<file path="src/rtl/mips_cpu_muldiv_unit_if.sv">
// HI/LO multiply/divide unit bus: request, operands and result/status.
interface mips_cpu_muldiv_unit_if;
  logic        start;
  logic [5:0]  fn;
  logic [31:0] data_1;
  logic [31:0] data_2;
  logic        busy;
  logic        done;
  logic [31:0] hi;
  logic [31:0] lo;

  modport master (
    output start, fn, data_1, data_2,
    input  busy, done, hi, lo
  );

  modport slave (
    input  start, fn, data_1, data_2,
    output busy, done, hi, lo
  );
endinterface

</file>
<file path="src/rtl/mips_cpu_muldiv_unit.sv">
// Iterative MIPS multiply/divide sequencer owning the HI/LO pair.
//
// state | meaning
// IDLE  | waiting for start; mthi/mtlo written here in one cycle
// MUL   | shift-add, one multiplier bit per cycle, LSB first
// DIV   | restoring divide, one quotient bit per cycle, MSB first
// FIX   | apply result signs, write hi/lo, pulse done
module mips_cpu_muldiv_unit #(
  parameter int ITER = 32
) (
  input logic                   clk,
  input logic                   reset,
  mips_cpu_muldiv_unit_if.slave bus
);

  typedef enum logic [1:0] {IDLE, MUL, DIV, FIX} state_t;

  localparam logic [5:0] FN_MULT  = 6'b011000;
  localparam logic [5:0] FN_MULTU = 6'b011001;
  localparam logic [5:0] FN_DIV   = 6'b011010;
  localparam logic [5:0] FN_DIVU  = 6'b011011;
  localparam logic [5:0] FN_MTHI  = 6'b010001;
  localparam logic [5:0] FN_MTLO  = 6'b010011;
  localparam logic [5:0] LAST     = 6'(ITER - 1);

  state_t      state;
  logic [5:0]  cnt;
  // MUL: {partial product high, remaining multiplier}; DIV: {remainder, dividend/quotient}
  logic [63:0] acc;
  logic [31:0] opb;
  logic        is_div;
  logic        neg_lo;
  logic        neg_hi;
  logic        busy;
  logic        done;
  logic [31:0] hi;
  logic [31:0] lo;

  logic        op_mul;
  logic        op_div;
  logic        a_neg;
  logic        b_neg;
  logic [31:0] a_mag;
  logic [31:0] b_mag;
  logic [32:0] mul_sum;
  logic [32:0] div_shift;
  logic [33:0] div_diff;
  logic [63:0] prod_fix;
  logic [31:0] q_fix;
  logic [31:0] r_fix;

  // Operand decode/magnitude and one-step datapath arithmetic
  always_comb begin
    op_mul    = (bus.fn == FN_MULT) || (bus.fn == FN_MULTU);
    op_div    = (bus.fn == FN_DIV)  || (bus.fn == FN_DIVU);
    a_neg     = ((bus.fn == FN_MULT) || (bus.fn == FN_DIV)) && bus.data_1[31];
    b_neg     = ((bus.fn == FN_MULT) || (bus.fn == FN_DIV)) && bus.data_2[31];
    a_mag     = a_neg ? (~bus.data_1 + 32'd1) : bus.data_1;
    b_mag     = b_neg ? (~bus.data_2 + 32'd1) : bus.data_2;
    mul_sum   = {1'b0, acc[63:32]} + {1'b0, (acc[0] ? opb : 32'd0)};
    div_shift = acc[63:31];
    div_diff  = {1'b0, div_shift} - {2'b00, opb};
    prod_fix  = neg_lo ? (~acc + 64'd1) : acc;
    q_fix     = neg_lo ? (~acc[31:0] + 32'd1) : acc[31:0];
    r_fix     = neg_hi ? (~acc[63:32] + 32'd1) : acc[63:32];
  end

  // Sequencer FSM with registered busy/done and HI/LO
  always_ff @(posedge clk or posedge reset) begin
    if (reset) begin
      state  <= IDLE;
      cnt    <= '0;
      acc    <= '0;
      opb    <= '0;
      is_div <= 1'b0;
      neg_lo <= 1'b0;
      neg_hi <= 1'b0;
      busy   <= 1'b0;
      done   <= 1'b0;
      hi     <= '0;
      lo     <= '0;
    end else begin
      done <= 1'b0;
      case (state)
        IDLE: begin
          if (bus.start) begin
            if (op_mul) begin
              acc    <= {32'd0, b_mag};
              opb    <= a_mag;
              neg_lo <= a_neg ^ b_neg;
              neg_hi <= 1'b0;
              is_div <= 1'b0;
              cnt    <= '0;
              busy   <= 1'b1;
              state  <= MUL;
            end else if (op_div) begin
              acc    <= {32'd0, a_mag};
              opb    <= b_mag;
              // divide by zero keeps the all-ones quotient unnegated
              neg_lo <= (a_neg ^ b_neg) && (bus.data_2 != 32'd0);
              neg_hi <= a_neg;
              is_div <= 1'b1;
              cnt    <= '0;
              busy   <= 1'b1;
              state  <= DIV;
            end else if (bus.fn == FN_MTHI) begin
              hi <= bus.data_1;
            end else if (bus.fn == FN_MTLO) begin
              lo <= bus.data_1;
            end
          end
        end
        MUL: begin
          acc <= {mul_sum, acc[31:1]};
          cnt <= cnt + 6'd1;
          if (cnt == LAST) state <= FIX;
        end
        DIV: begin
          if (!div_diff[33]) acc <= {div_diff[31:0], acc[30:0], 1'b1};
          else               acc <= {div_shift[31:0], acc[30:0], 1'b0};
          cnt <= cnt + 6'd1;
          if (cnt == LAST) state <= FIX;
        end
        FIX: begin
          if (is_div) begin
            hi <= r_fix;
            lo <= q_fix;
          end else begin
            hi <= prod_fix[63:32];
            lo <= prod_fix[31:0];
          end
          done  <= 1'b1;
          busy  <= 1'b0;
          state <= IDLE;
        end
        default: state <= IDLE;
      endcase
    end
  end

  assign bus.busy = busy;
  assign bus.done = done;
  assign bus.hi   = hi;
  assign bus.lo   = lo;

endmodule
</file>
<file path="src/flat_wrapper.sv">
// flat-port wrapper written by rule: the top's interface ports become plain ports
module mips_cpu_muldiv_unit_flat 
#(
  parameter int ITER = 32
)
  (clk, reset, bus_start, bus_fn, bus_data_1, bus_data_2, bus_busy, bus_done, bus_hi, bus_lo);
  mips_cpu_muldiv_unit_if bus_i ();
  input logic clk;
  input logic reset;
  input wire logic [$bits(bus_i.start)-1:0] bus_start;
  input wire logic [$bits(bus_i.fn)-1:0] bus_fn;
  input wire logic [$bits(bus_i.data_1)-1:0] bus_data_1;
  input wire logic [$bits(bus_i.data_2)-1:0] bus_data_2;
  output wire logic [$bits(bus_i.busy)-1:0] bus_busy;
  output wire logic [$bits(bus_i.done)-1:0] bus_done;
  output wire logic [$bits(bus_i.hi)-1:0] bus_hi;
  output wire logic [$bits(bus_i.lo)-1:0] bus_lo;
  assign bus_i.start = bus_start;
  assign bus_i.fn = bus_fn;
  assign bus_i.data_1 = bus_data_1;
  assign bus_i.data_2 = bus_data_2;
  assign bus_busy = bus_i.busy;
  assign bus_done = bus_i.done;
  assign bus_hi = bus_i.hi;
  assign bus_lo = bus_i.lo;
  mips_cpu_muldiv_unit #(.ITER(ITER)) u_core (.clk(clk), .reset(reset), .bus(bus_i));
endmodule
</file>
<file path="config.mk">
export PLATFORM = sky130hd
export DESIGN_NAME = mips_cpu_muldiv_unit_flat
export DESIGN_NICKNAME = d
export VERILOG_FILES = /design/src/rtl/mips_cpu_muldiv_unit_if.sv /design/src/rtl/mips_cpu_muldiv_unit.sv /design/src/flat_wrapper.sv
export SDC_FILE = /design/constraint.sdc
export NUM_CORES = 1
export LEC_CHECK = 0
export CAP_MARGIN = 20
export CORE_AREA = 2 2 143 215
export CTS_BUF_LIST = sky130_fd_sc_hd__clkbuf_16
export DETAILED_ROUTE_END_ITERATION = 10
export DIE_AREA = 0 0 145 217
export PLACE_DENSITY = 0.8
export SLEW_MARGIN = 20
export SYNTH_ARGS = -nofsm -noshare
export SYNTH_HDL_FRONTEND = slang
export SYNTH_SLANG_ARGS = --single-unit
</file>
<file path="constraint.sdc">
create_clock -name clk -period 7.3 [get_ports clk]
set_input_delay 1.825 -clock clk [delete_from_list [all_inputs] [get_ports clk]]
set_output_delay 1.825 -clock clk [all_outputs]
set_load 0.05 [all_outputs]
</file>
Word-level counts from Yosys, hierarchy flattened
Index checks and enable logic that the tools add are counted.
W data, S select, Z words.

storage, ports and cells
  bits of input ports = 73
  output and inout bits = 66
  register bits = 173
  logic and storage cells = 108

cells by class
  equality and inequality tests = 18
  reduce and logical (&&, ||, !) cells = 20
  multiplexer cells = 45
  add/subtract/negate cells = 8
  bitwise gates (word level) = 6

operators by type and width
  operator                 number
  $mux W32                 18
  $mux W64                 5
  $pmux W64 S3             1
  $add A32 B1 Y32 const B  4
  $not A32 Y32             4
  $pmux W32 S2             2
  $add A64 B1 Y64 const B  1
  $not A64 Y64             1
  $eq A6 B5 Y1 const B     7
  $sub A33 B32 Y34         1
  $add A32 B32 Y33         1
  $reduce_bool A32 Y1      1
  $mux W6                  3
  $reduce_and A3 Y1        5
  $pmux W6 S2              1
  $mux W1                  9
  $mux W2                  4
  $ne A2 B2 Y1 const B     4
  $add A6 B1 Y6 const B    1
  $ne A2 B1 Y1 const B     3
  $pmux W2 S3              1
  $reduce_and A6 Y1        1
  $reduce_bool A2 Y1       3
  $reduce_and A5 Y1        1
  other kinds (10)         15

Logic depth before layout (Yosys ltp)
Gate-level depths: netlist (run 1).

  depth in word-level cells = 8
  gate-level depth with buffers = 14
  gate-level depth less buffers = 13

Worst setup path after synthesis (run 1)
OpenSTA, ideal clock, no wires.

  kind = input to register
  start point = input port bus_data_1[9]
  end point = register u_core.acc[30]
  path buffers = 0
  data arrival time = 4059 ps
  required time = 7223 ps
  stages = 9
  path slack = 3164 ps
  library setup time = 77 ps
  path through = or4_1 -> nor4b_1 -> and4bb_2 -> inv_1 -> o21ai_0 -> xnor2_1 -> nor2_1 -> a211o_1 -> a21oi_1

between the ends
  word-level cells in the longest chain between the ends = 7

RTL lines
  element               line                         text
  start, declared       flat_wrapper.sv:12           input wire logic [$bits(bus_i.data_1)-1:0] bus_data_1;
  $not A32 Y32          mips_cpu_muldiv_unit.sv:58   a_mag = a_neg ? (~bus.data_1 + 32'd1) : bus.data_1;
  $add A32 B1 Y32       mips_cpu_muldiv_unit.sv:58
  $mux W32              mips_cpu_muldiv_unit.sv:58
  $mux W64              mips_cpu_muldiv_unit.sv:96   end else if (op_div) begin
  $mux W64              mips_cpu_muldiv_unit.sv:87   if (op_mul) begin
  $mux W64              mips_cpu_muldiv_unit.sv:86   if (bus.start) begin
  $pmux W64 S3          mips_cpu_muldiv_unit.sv:84   case (state)
  end signal, assigned  mips_cpu_muldiv_unit.sv:88   acc <= {32'd0, b_mag};
  end signal, assigned  mips_cpu_muldiv_unit.sv:97   acc <= {32'd0, a_mag};
  end signal, assigned  mips_cpu_muldiv_unit.sv:114  acc <= {mul_sum, acc[31:1]};
  end, declared         mips_cpu_muldiv_unit.sv:29   logic [63:0] acc;

Every way passes these cells. The select of a mux whose other input is x is not followed.
A chain may end at the register's enable or synchronous reset.

Worst setup path in the final report (run 1)
  start point = input port bus_fn[4]
  end point = register u_core.acc[3]

between the ends
  word-level cells in the longest chain between the ends = 8
  elaborated cells between the ends (all ways) = 17
  those cells by class = eq/ne (5); mux (6); reduce/logical (6)

RTL lines
  element                                 line                                                    text
  start, declared                         flat_wrapper.sv:11                                      input wire logic [$bits(bus_i.fn)-1:0] bus_fn;
  $eq A6 B5 Y1, on equally long branches  --
  $logic_or A1 B1 Y1                      mips_cpu_muldiv_unit.sv:56, mips_cpu_muldiv_unit.sv:57
  $logic_and A1 B1 Y1                     mips_cpu_muldiv_unit.sv:56                              a_neg = ((bus.fn == FN_MULT) || (bus.fn == FN_DIV)) && bus.data_1[31];
  $mux W32                                mips_cpu_muldiv_unit.sv:58
  $mux W64                                mips_cpu_muldiv_unit.sv:96
  $mux W64                                mips_cpu_muldiv_unit.sv:87
  $mux W64                                mips_cpu_muldiv_unit.sv:86
  $pmux W64 S3                            mips_cpu_muldiv_unit.sv:84

Parallel ways exist; a longest one is shown, timed or not. The select of a mux whose other input is x is not followed.

==> results of run 1 <==
-- worst max path at each step --
stage                                end  slack [ps]  cells after the start
after global placement    u_core.acc[25]        1920                      9
after floorplan            u_core.acc[0]         790                      1
final                      u_core.acc[3]        2180                     10
after global routing       u_core.acc[3]        1930                     10
after detailed placement  u_core.acc[27]        1950                     10
after CTS                 u_core.acc[12]        2380                     10
-- worst max-delay path, delay by kind of cell --
kind	cells	cell delay [ps]
AND/OR/NAND/NOR	4	2100
AO/OA/AOI/OAI	4	550
XOR/XNOR	1	540
buffers and inverters	1	480
-- metal layers --
metal / routed length [um] / part of all wire [%] / up-vias / global-route usage, %
met5: 0 / 0 / - / 0
met1: 19660 / 36 / 7235 / 37.82
met2: 26760 / 49 / 819 / 59.54
met3: 3748 / 6.8 / 250 / 5.283
li1: - / - / 6916 / -
met4: 5008 / 9.1 / 0 / 27.89
-- cell type report --
class                           count  area [sq um]
Sequential cell                   173          4329
Multi-Input combinational cell   1532          9624
Clock inverter                     15         146.4
Timing Repair Buffer              157          1544
Tap cell                          400         500.5
Fill cell                        2757         12940
Inverter                           66         252.7
Clock buffer                       17         425.4
-- Yosys cell counts, drive strengths merged, types with 17 or more instances --
cell type,number,area [sq um]
or3,18,116.4
ha,74,925.9
clkbuf,108,409.2
or4,17,138.9
dfrtp,173,4329
nand2,224,840.8
a21oi,161,805.8
nor3,34,170.2
o31ai,33,252.7
xnor2,78,683.2
inv,66,247.7
xor2,94,823.3
a22oi,51,382.9
o21ai,243,1231
a31oi,21,131.4
nor2,169,634.4
nand3,22,110.1
nor2b,20,125.1
a21o,31,232.7
mux2i,38,380.4
-- through the flow --
stage / utilization [%] / hold WS (ps) / setup WS (ps) / power (uW) / cell area (sq um)
floorplan: - / 449.5 / 786.5 / 5466 / 14690
global placement: 54.53 / 463.7 / 1916 / 6905 / 16230
detailed placement: 54.58 / 469.8 / 1951 / 7019 / 16250
CTS: 56.50 / 485.1 / 2381 / 7965 / 16820
global route: 56.52 / 501.5 / 1931 / 8591 / 16820
finish: 56.52 / 481.3 / 2179 / 8071 / 16820
-- sequential cells by signal, indices dropped and copies added, names as in the netlist --
signal	cells
u_core.neg_hi	1
u_core.bus.busy	1
u_core.bus.done	1
u_core.neg_lo	1
u_core.state	2
u_core.opb	32
u_core.bus.hi	32
u_core.bus.lo	32
u_core.is_div	1
u_core.acc	64
u_core.cnt	6
-- cells by family (layout without fill, tap and decap cells) --
family	Yosys count	count (layout)	synth area share (%)
compound gates	659	659	27.49
buf+inv	186	255	5.144
mux	39	39	2.666
fa+ha+maj	76	76	6.575
simple gates	586	586	18.40
xor+xnor	172	172	10.25
flops	173	173	29.47
-- power groups by stage --
stage               Clock [uW]  Combinational, uW  Sequential, uW
floorplan                    0               3150            2320
global placement             0               4970            1940
detailed placement           0               5060            1960
CTS                        925               5100            1940
global route               960               5620            2010
finish                     926               5170            1970
==> flow_metrics.env, run 1 <==
export IMPL_fin_setup_tns_ps=0
export IMPL_yosysSeqAreaShare_pct=29.47
export IMPL_slew_headroom_pct=27.10
export IMPL_hold_path_depth=2
export IMPL_p_comb_share_pct=64.1
export IMPL_worstHoldStart="u_core.bus.lo[31]"
export IMPL_slowest_stage="nor2_1"
export IMPL_status="finished clean"
export IMPL_grt_max_degree=174
export IMPL_fin_cells=2360
export IMPL_dp_cells=2328
export IMPL_grt_pass1_wl_mm=83.88
export IMPL_sw_frac_of_total_pct=54.14
export IMPL_wl_per_cell_um=23.38
export IMPL_synth_nets=2040
export IMPL_hold_viol=0
export IMPL_syn_area_sq_um=14690
export IMPL_clock_skew_ps=12.63
export IMPL_rows=78
export IMPL_wirelength_mm=55.18
export IMPL_crit_path_start="bus_fn[4]"
export IMPL_mostFrequentLayoutCell="o21ai_0"
export IMPL_place_congestion=1.047
export IMPL_firstDrtPassIters=6
export IMPL_hold_class="reg -> reg"
export IMPL_cts_buffers=17
export IMPL_cp_start_kind="input port"
export IMPL_gr_total_overflow=0
export IMPL_dieHeight_um=217
export IMPL_rsz0062_at_grt="false"
export IMPL_ctsHoldBuffers=0
export IMPL_hpwlAfterDp_mm=42.15
export IMPL_h_tree_depth=4
export IMPL_synth_area_per_cell_sq_um=7.769
export IMPL_core_sq_um=29770
export IMPL_end_kind="register"
export IMPL_initial_utilization_pct=49.36
export IMPL_vias=15220
export IMPL_crit_type="in -> reg"
export IMPL_max_freq_mhz=195.3
export IMPL_first_iter_violations=1555
export IMPL_die_w_um=145
export IMPL_async_flop_share_pct=100.0
export IMPL_drc=0
export IMPL_slowest_delay_ps=850
export IMPL_switching_power_uw=4370
export IMPL_drive_above_1_share_pct=3.980
export IMPL_arrival_ps=5500
export IMPL_cap_violations=0
export IMPL_ys_warn_count=0
export IMPL_final_cell_mix="o21ai_0, nand2_1, dfrtp_1"
export IMPL_syn_to_final_growth_pct=14.50
export IMPL_synth_ff_type="dfrtp_1"
export IMPL_p_leak_uw=0.007228
export IMPL_reg2reg_from="u_core.acc[0]"
export IMPL_synth_edf_count=0
export IMPL_cts_setup_buffers=0
export IMPL_period_needed_ps=5121
export IMPL_r2r_slack_ps=2660
export IMPL_timing_rr_end="u_core.bus.hi[6]"
export IMPL_reg2regPathDepth=11
export IMPL_final_nets=2096
export IMPL_synth_cell_types=77
export IMPL_hold_end="u_core.bus.lo[31]"
export IMPL_crit_required_ps=7680
export IMPL_grtUsageTotal_pct=34.55
export IMPL_clock_power_share_pct=11.5
export IMPL_vdd_drop_max_mv=0.2417
export IMPL_cts_root_buf="clkbuf_16"
export IMPL_p_int_uw=3702
export IMPL_clk_pin_slew_ps=70
export IMPL_p_seq_share_pct=24.4
export IMPL_post_drt_via_cell_ratio=6.449
export IMPL_worstMarginPinSlew_ps=1093
export IMPL_grt_antenna_before_repair=0
export IMPL_num_antenna_cells=0
export IMPL_io_pins=139
export IMPL_path_cells="clkdlybuf4s50_1 > nor4bb_1 > nand2b_1 > nor2_1 > o31ai_1 > xnor2_1 > nor2_1 > a21oi_1 > o21ai_0 > o21ai_0"
export IMPL_cts_repair_resize_count=0
export IMPL_die_area_sq_um=31470
export IMPL_synth_seq_cells=173
export IMPL_ant_nets=0
export IMPL_clock_latency_ps=460
export IMPL_grt_pass1_vias=14680
export IMPL_setup_viol=0
export IMPL_clock_tree_buffer_depth=2
export IMPL_timing_final_crit_share_pct=70.15
export IMPL_slew_viol_final=0
export IMPL_port_buffer_count=138
export IMPL_synth_cells=1891
export IMPL_power_density_nw_per_um2=479.8
export IMPL_cp_max_fo=16
export IMPL_cts_tree="yes"
export IMPL_clock_sinks=173
Note: power is estimated with default switching activity, not from simulation.
==> run 2: changes to the inputs <==
- clock period: 7.3 -> 5 ns (I/O delays scaled with it)
==> flow_metrics.env, run 2 (same netlist as run 1, synthesis figures left out) <==
export IMPL_clk_pin_slew_ps=70
export IMPL_grt_pass1_wl_mm=86.55
export IMPL_largest_register="u_core.acc"
export IMPL_clock_sinks=173
export IMPL_clock_skew_ps=13.21
export IMPL_die_area_sq_um=31470
export IMPL_post_drt_via_cell_ratio=6.474
export IMPL_slew_headroom_pct=29.67
export IMPL_drive_above_1_share_pct=5.237
export IMPL_p_seq_share_pct=24.0
export IMPL_syn_to_final_growth_pct=16.01
export IMPL_grt_max_degree=111
export IMPL_clock_tree_buffer_depth=2
export IMPL_drc=0
export IMPL_setup_viol=0
export IMPL_finalCoreUtilization_pct=57.26
export IMPL_status="finished clean"
export IMPL_cts_tree="yes"
export IMPL_period_needed_ps=4134
export IMPL_p_comb_share_pct=63.9
export IMPL_register_area_sq_um=4329
export IMPL_slowest_delay_ps=580
export IMPL_final_nets=2122
export IMPL_finalWorstSetupSlack_ps=866.1
export IMPL_end_kind="register"
export IMPL_ctsHoldBuffers=0
export IMPL_max_freq_mhz=241.9
export IMPL_grt_pass1_vias=14770
export IMPL_hold_viol=0
export IMPL_largest_register_ffs=64
export IMPL_slowest_stage="o31ai_1"
export IMPL_sw_frac_of_total_pct=54.12
export IMPL_h_tree_depth=4
export IMPL_num_antenna_cells=0
export IMPL_cts_setup_buffers=0
export IMPL_cp_max_fo=9
export IMPL_rows=78
export IMPL_ant_nets=0
export IMPL_cp_top_family="compound AO/OA/AOI/OAI gates"
export IMPL_multiInputGateArea_sq_um=9619
export IMPL_clock_power_share_pct=12.1
export IMPL_vdd_drop_max_mv=0.3368
export IMPL_wl_per_cell_um=23.88
export IMPL_p_int_uw=5535
export IMPL_p_leak_uw=0.007358
export IMPL_core_sq_um=29770
export IMPL_mostFrequentLayoutCell="o21ai_0"
export IMPL_power_density_nw_per_um2=707.8
export IMPL_crit_required_ps=5330
export IMPL_crit_type="reg -> reg"
export IMPL_worstMarginPinSlew_ps=1055
export IMPL_place_congestion=1.042
export IMPL_die_w_um=145
export IMPL_port_buffer_count=138
export IMPL_grt_antenna_before_repair=0
export IMPL_cpMostUsedCell="nor2_1"
export IMPL_switching_power_uw=6529
export IMPL_arrival_ps=4470
export IMPL_cap_violations=0
export IMPL_fin_setup_tns_ps=0
export IMPL_hpwlAfterDp_mm=43.42
export IMPL_wirelength_mm=56.99
export IMPL_slew_viol_final=0
export IMPL_io_pins=139
export IMPL_cp_start_kind="register"
export IMPL_vias=15450
export IMPL_cts_repair_resize_count=0
export IMPL_timing_final_crit_share_pct=82.68
export IMPL_path_cells="inv_1 > nor2_1 > ha_1 > a211oi_1 > o211ai_1 > a221o_1 > o31ai_1 > nor2_1 > or2_2 > xnor2_1 > a222oi_1 > nand3_1"
export IMPL_firstDrtPassIters=8
export IMPL_initial_utilization_pct=49.36
export IMPL_cts_buffers=17
export IMPL_grtUsageTotal_pct=35.58
export IMPL_rsz0062_at_grt="false"
export IMPL_dieHeight_um=217
export IMPL_fill_cells=2733
export IMPL_cts_root_buf="clkbuf_16"
export IMPL_hold_class="reg -> reg"
export IMPL_first_iter_violations=1686
export IMPL_path_buf_inv=1
export IMPL_clock_latency_ps=470
export IMPL_final_cell_mix="o21ai_0, nand2_1, dfrtp_1"
export IMPL_gr_total_overflow=0
export IMPL_dp_slack_ps=527.7
export IMPL_holdWs_ps=480.5
-- run 2: cell types whose count changed in the layout (fill, tap and decap cells not counted), sizes merged --
cell and delta:
inv +1, clkinvlp +2, clkinv -4, buf +26, bufinv +1
-- run 2: final cells by class --
class | instances | share of cell area, %
clock buffers | 17 | 2.496
clock inverters | 15 | 1.072
inverters | 66 | 1.476
multi-input cells | 1532 | 56.44
flip-flops and latches | 173 | 25.40
well taps | 400 | 2.936
repair buffers | 183 | 10.18
-- run 2: worst paths after layout --
kind	startpoint	endpoint	slack, ps	cells after the start
worst max-delay path	u_core.acc[0]	u_core.acc[53]	870	12
worst min-delay path	u_core.bus.lo[29]	u_core.bus.lo[29]	480	2
worst max register to register	u_core.acc[0]	u_core.acc[53]	870	12
worst min register to register	u_core.bus.lo[29]	u_core.bus.lo[29]	480	2
max in group asynchronous	reset	u_core.bus.hi[29]	2950	4
min in group asynchronous	reset	u_core.cnt[2]	1270	3
-- run 2: metal layers --
layer	vias to the layer above	wire length (um)	global-route usage, %
li1	6975	-	-
met1	7325	20130	39.59
met2	912	27640	61.67
met3	236	4480	5.786
met4	0	4736	25.84
met5	-	0	0
-- run 2: per-stage QoR --
stage / power (uW) / cells / instance area (sq um)
6_report: 12060 / 2386 / 17040
5_1_grt: 12780 / 2386 / 17040
4_1_cts: 11850 / 2385 / 17030
3_5_place_dp: 10370 / 2353 / 16420
3_3_place_gp: 10240 / 2353 / 16420
2_1_floorplan: 7981 / 1891 / 14700
-- run 2: worst min-delay path: cells and delay by family, from the launching register on --
| kind | cells | cell delay [ps] |
|---|---|---|
| compound gates | 1 | 60 |
| flops | 1 | 340 |
| simple gates | 1 | 50 |
-- run 2: power groups by stage --
stage	logic (uW)	registers (uW)	clock network [uW]
after floorplan	4600	3390	0
after global placement	7380	2850	0
after detailed placement	7500	2870	0
after CTS	7560	2850	1440
after global routing	8350	2930	1500
final	7710	2900	1450
==> run 3: changes to the inputs <==
- PLACE_DENSITY: 0.8 -> 0.82
- clock period: 5 -> 3.6 ns (I/O delays scaled with it)
==> flow_metrics.env, run 3 (same netlist as run 1, synthesis figures left out) <==
export IMPL_drc=0
export IMPL_grt_pass1_wl_mm=91.21
export IMPL_p_leak_uw=0.008201
export IMPL_dpl_cell_area_sq_um=17750
export IMPL_finalWorstSetupSlack_ps=75.05
export IMPL_initial_utilization_pct=49.36
export IMPL_slew_headroom_pct=36.56
export IMPL_ctsHoldBuffers=0
export IMPL_cp_max_fo=5
export IMPL_cp_start_kind="register"
export IMPL_finalInstanceArea_sq_um=18460
export IMPL_die_w_um=145
export IMPL_core_sq_um=29770
export IMPL_fin_setup_tns_ps=0
export IMPL_vias=16300
export IMPL_first_iter_violations=1663
export IMPL_h_tree_depth=4
export IMPL_cts_buffers=17
export IMPL_fin_cells=2556
export IMPL_largest_register="u_core.acc"
export IMPL_wirelength_mm=60.10
export IMPL_port_buffer_count=138
export IMPL_timing_rr_end="u_core.bus.hi[17]"
export IMPL_wl_met1_mm=20.72
export IMPL_final_cell_mix="o21ai_0, nand2_1, buf_4"
export IMPL_dp_cells=2520
export IMPL_status="finished clean"
export IMPL_dieHeight_um=217
export IMPL_slew_viol_final=0
export IMPL_grt_antenna_before_repair=0
export IMPL_clk_pin_slew_ps=70
export IMPL_ant_nets=0
export IMPL_highest_layer="met4"
export IMPL_period_needed_ps=3525
export IMPL_worstHoldStart="u_core.bus.lo[16]"
export IMPL_arrival_ps=3910
export IMPL_syn_to_final_growth_pct=25.68
export IMPL_grt_max_degree=84
export IMPL_crit_required_ps=3990
export IMPL_cts_root_buf="clkbuf_16"
export IMPL_drive_above_1_share_pct=13.50
export IMPL_dp_slack_ps=-181.8
export IMPL_power_density_nw_per_um2=950.6
export IMPL_vdd_drop_max_mv=0.6022
export IMPL_clock_tree_buffer_depth=2
export IMPL_reg2reg_from="u_core.acc[15]"
export IMPL_cts_tree="yes"
export IMPL_dr_wl_met3_mm=4.373
export IMPL_gr_total_overflow=0
export IMPL_io_pins=139
export IMPL_clock_skew_ps=9.142
export IMPL_largest_register_ffs=64
export IMPL_place_congestion=1.047
export IMPL_end_kind="register"
export IMPL_firstDrtPassIters=6
export IMPL_final_nets=2292
export IMPL_worstMarginPinSlew_ps=951.4
export IMPL_max_freq_mhz=283.7
export IMPL_hold_viol=0
export IMPL_r2r_slack_ps=80
export IMPL_setup_viol=0
export IMPL_reg2regPathDepth=9
export IMPL_grtUsageTotal_pct=37.75
export IMPL_hpwlAfterDp_mm=46.50
export IMPL_clock_sinks=173
export IMPL_clock_latency_ps=470
export IMPL_num_antenna_cells=0
export IMPL_crit_type="reg -> reg"
export IMPL_post_drt_via_cell_ratio=6.375
export IMPL_grt_pass1_vias=15920
export IMPL_hold_path_depth=2
export IMPL_wl_per_cell_um=23.51
export IMPL_cap_violations=0
export IMPL_rows=78
export IMPL_mostFrequentLayoutCell="o21ai_0"
export IMPL_hold_end="u_core.bus.lo[16]"
export IMPL_hold_class="reg -> reg"
export IMPL_die_area_sq_um=31470
export IMPL_dr_wl_met2_mm=28.67
export IMPL_holdWs_ps=477.1
export IMPL_timing_final_crit_share_pct=97.92
run 3: cell count changes in the layout (fill, tap and decap cells not counted), sizes merged:
cell      before  now
clkinvlp       3    4
inv           71   73
bufinv         3    1
buf           45  215
clkinv         4    3
run 3: area by class of cell:
cell class / instances / area [sq um]
tap: 400 / 500.5
clock buffer: 17 / 425.4
inverter: 66 / 251.5
fill: 2636 / 11300
sequential: 173 / 4329
timing repair buffer: 353 / 3090
multi-input combinational: 1532 / 9714
clock inverter: 15 / 152.6
run 3: worst max-delay path by stage:
| stage | from | end | slack [ps] |
|---|---|---|---|
| 5_1_grt | u_core.acc[0] | u_core.acc[62] | -3 |
| 4_1_cts | u_core.acc[7] | u_core.bus.hi[3] | 20 |
| 3_3_place_gp | bus_data_2[18] | u_core.acc[30] | -170 |
| 3_5_place_dp | bus_data_2[18] | u_core.acc[30] | -180 |
| 6_report | u_core.acc[15] | u_core.bus.hi[17] | 80 |
| 2_1_floorplan | u_core.acc[0] | u_core.bus.hi[22] | 80 |
run 3: power breakdown:
part,switching [uW],total (uW),internal (uW)
registers,770,3600,2830
logic,7560,12000,4480
clock network,929,1910,977
total,9260,17600,8290
run 3: layer usage:
| layer | global-route usage [%] | up-vias |
|---|---|---|
| met4 | 33.00 | 0 |
| li1 | - | 7299 |
| met3 | 7.400 | 304 |
| met1 | 40.07 | 7787 |
| met2 | 64.10 | 905 |
| met5 | 0 | - |
run 3: through the flow:
stage	util [%]	total power (uW)
floorplan	-	11090
global placement	59.64	15020
detailed placement	59.64	15270
CTS	61.58	17200
global route	62.03	18600
finish	62.03	17550
run 3: critical path, cell delays in order (launching register included):
cell	delay, ps
dfrtp_1	430
or4_4	580
or4_4	470
or2_4	260
or4_4	550
nor4_1	310
nor3_1	100
xnor2_1	350
a21oi_1	180
o21ai_0	200
run 3: timing repair:
action                     in CTS  in global routing
hold endpoints to repair        0                  0
resized for setup               0                 28
setup endpoints to repair       0                 40
buffers inserted                0                  4
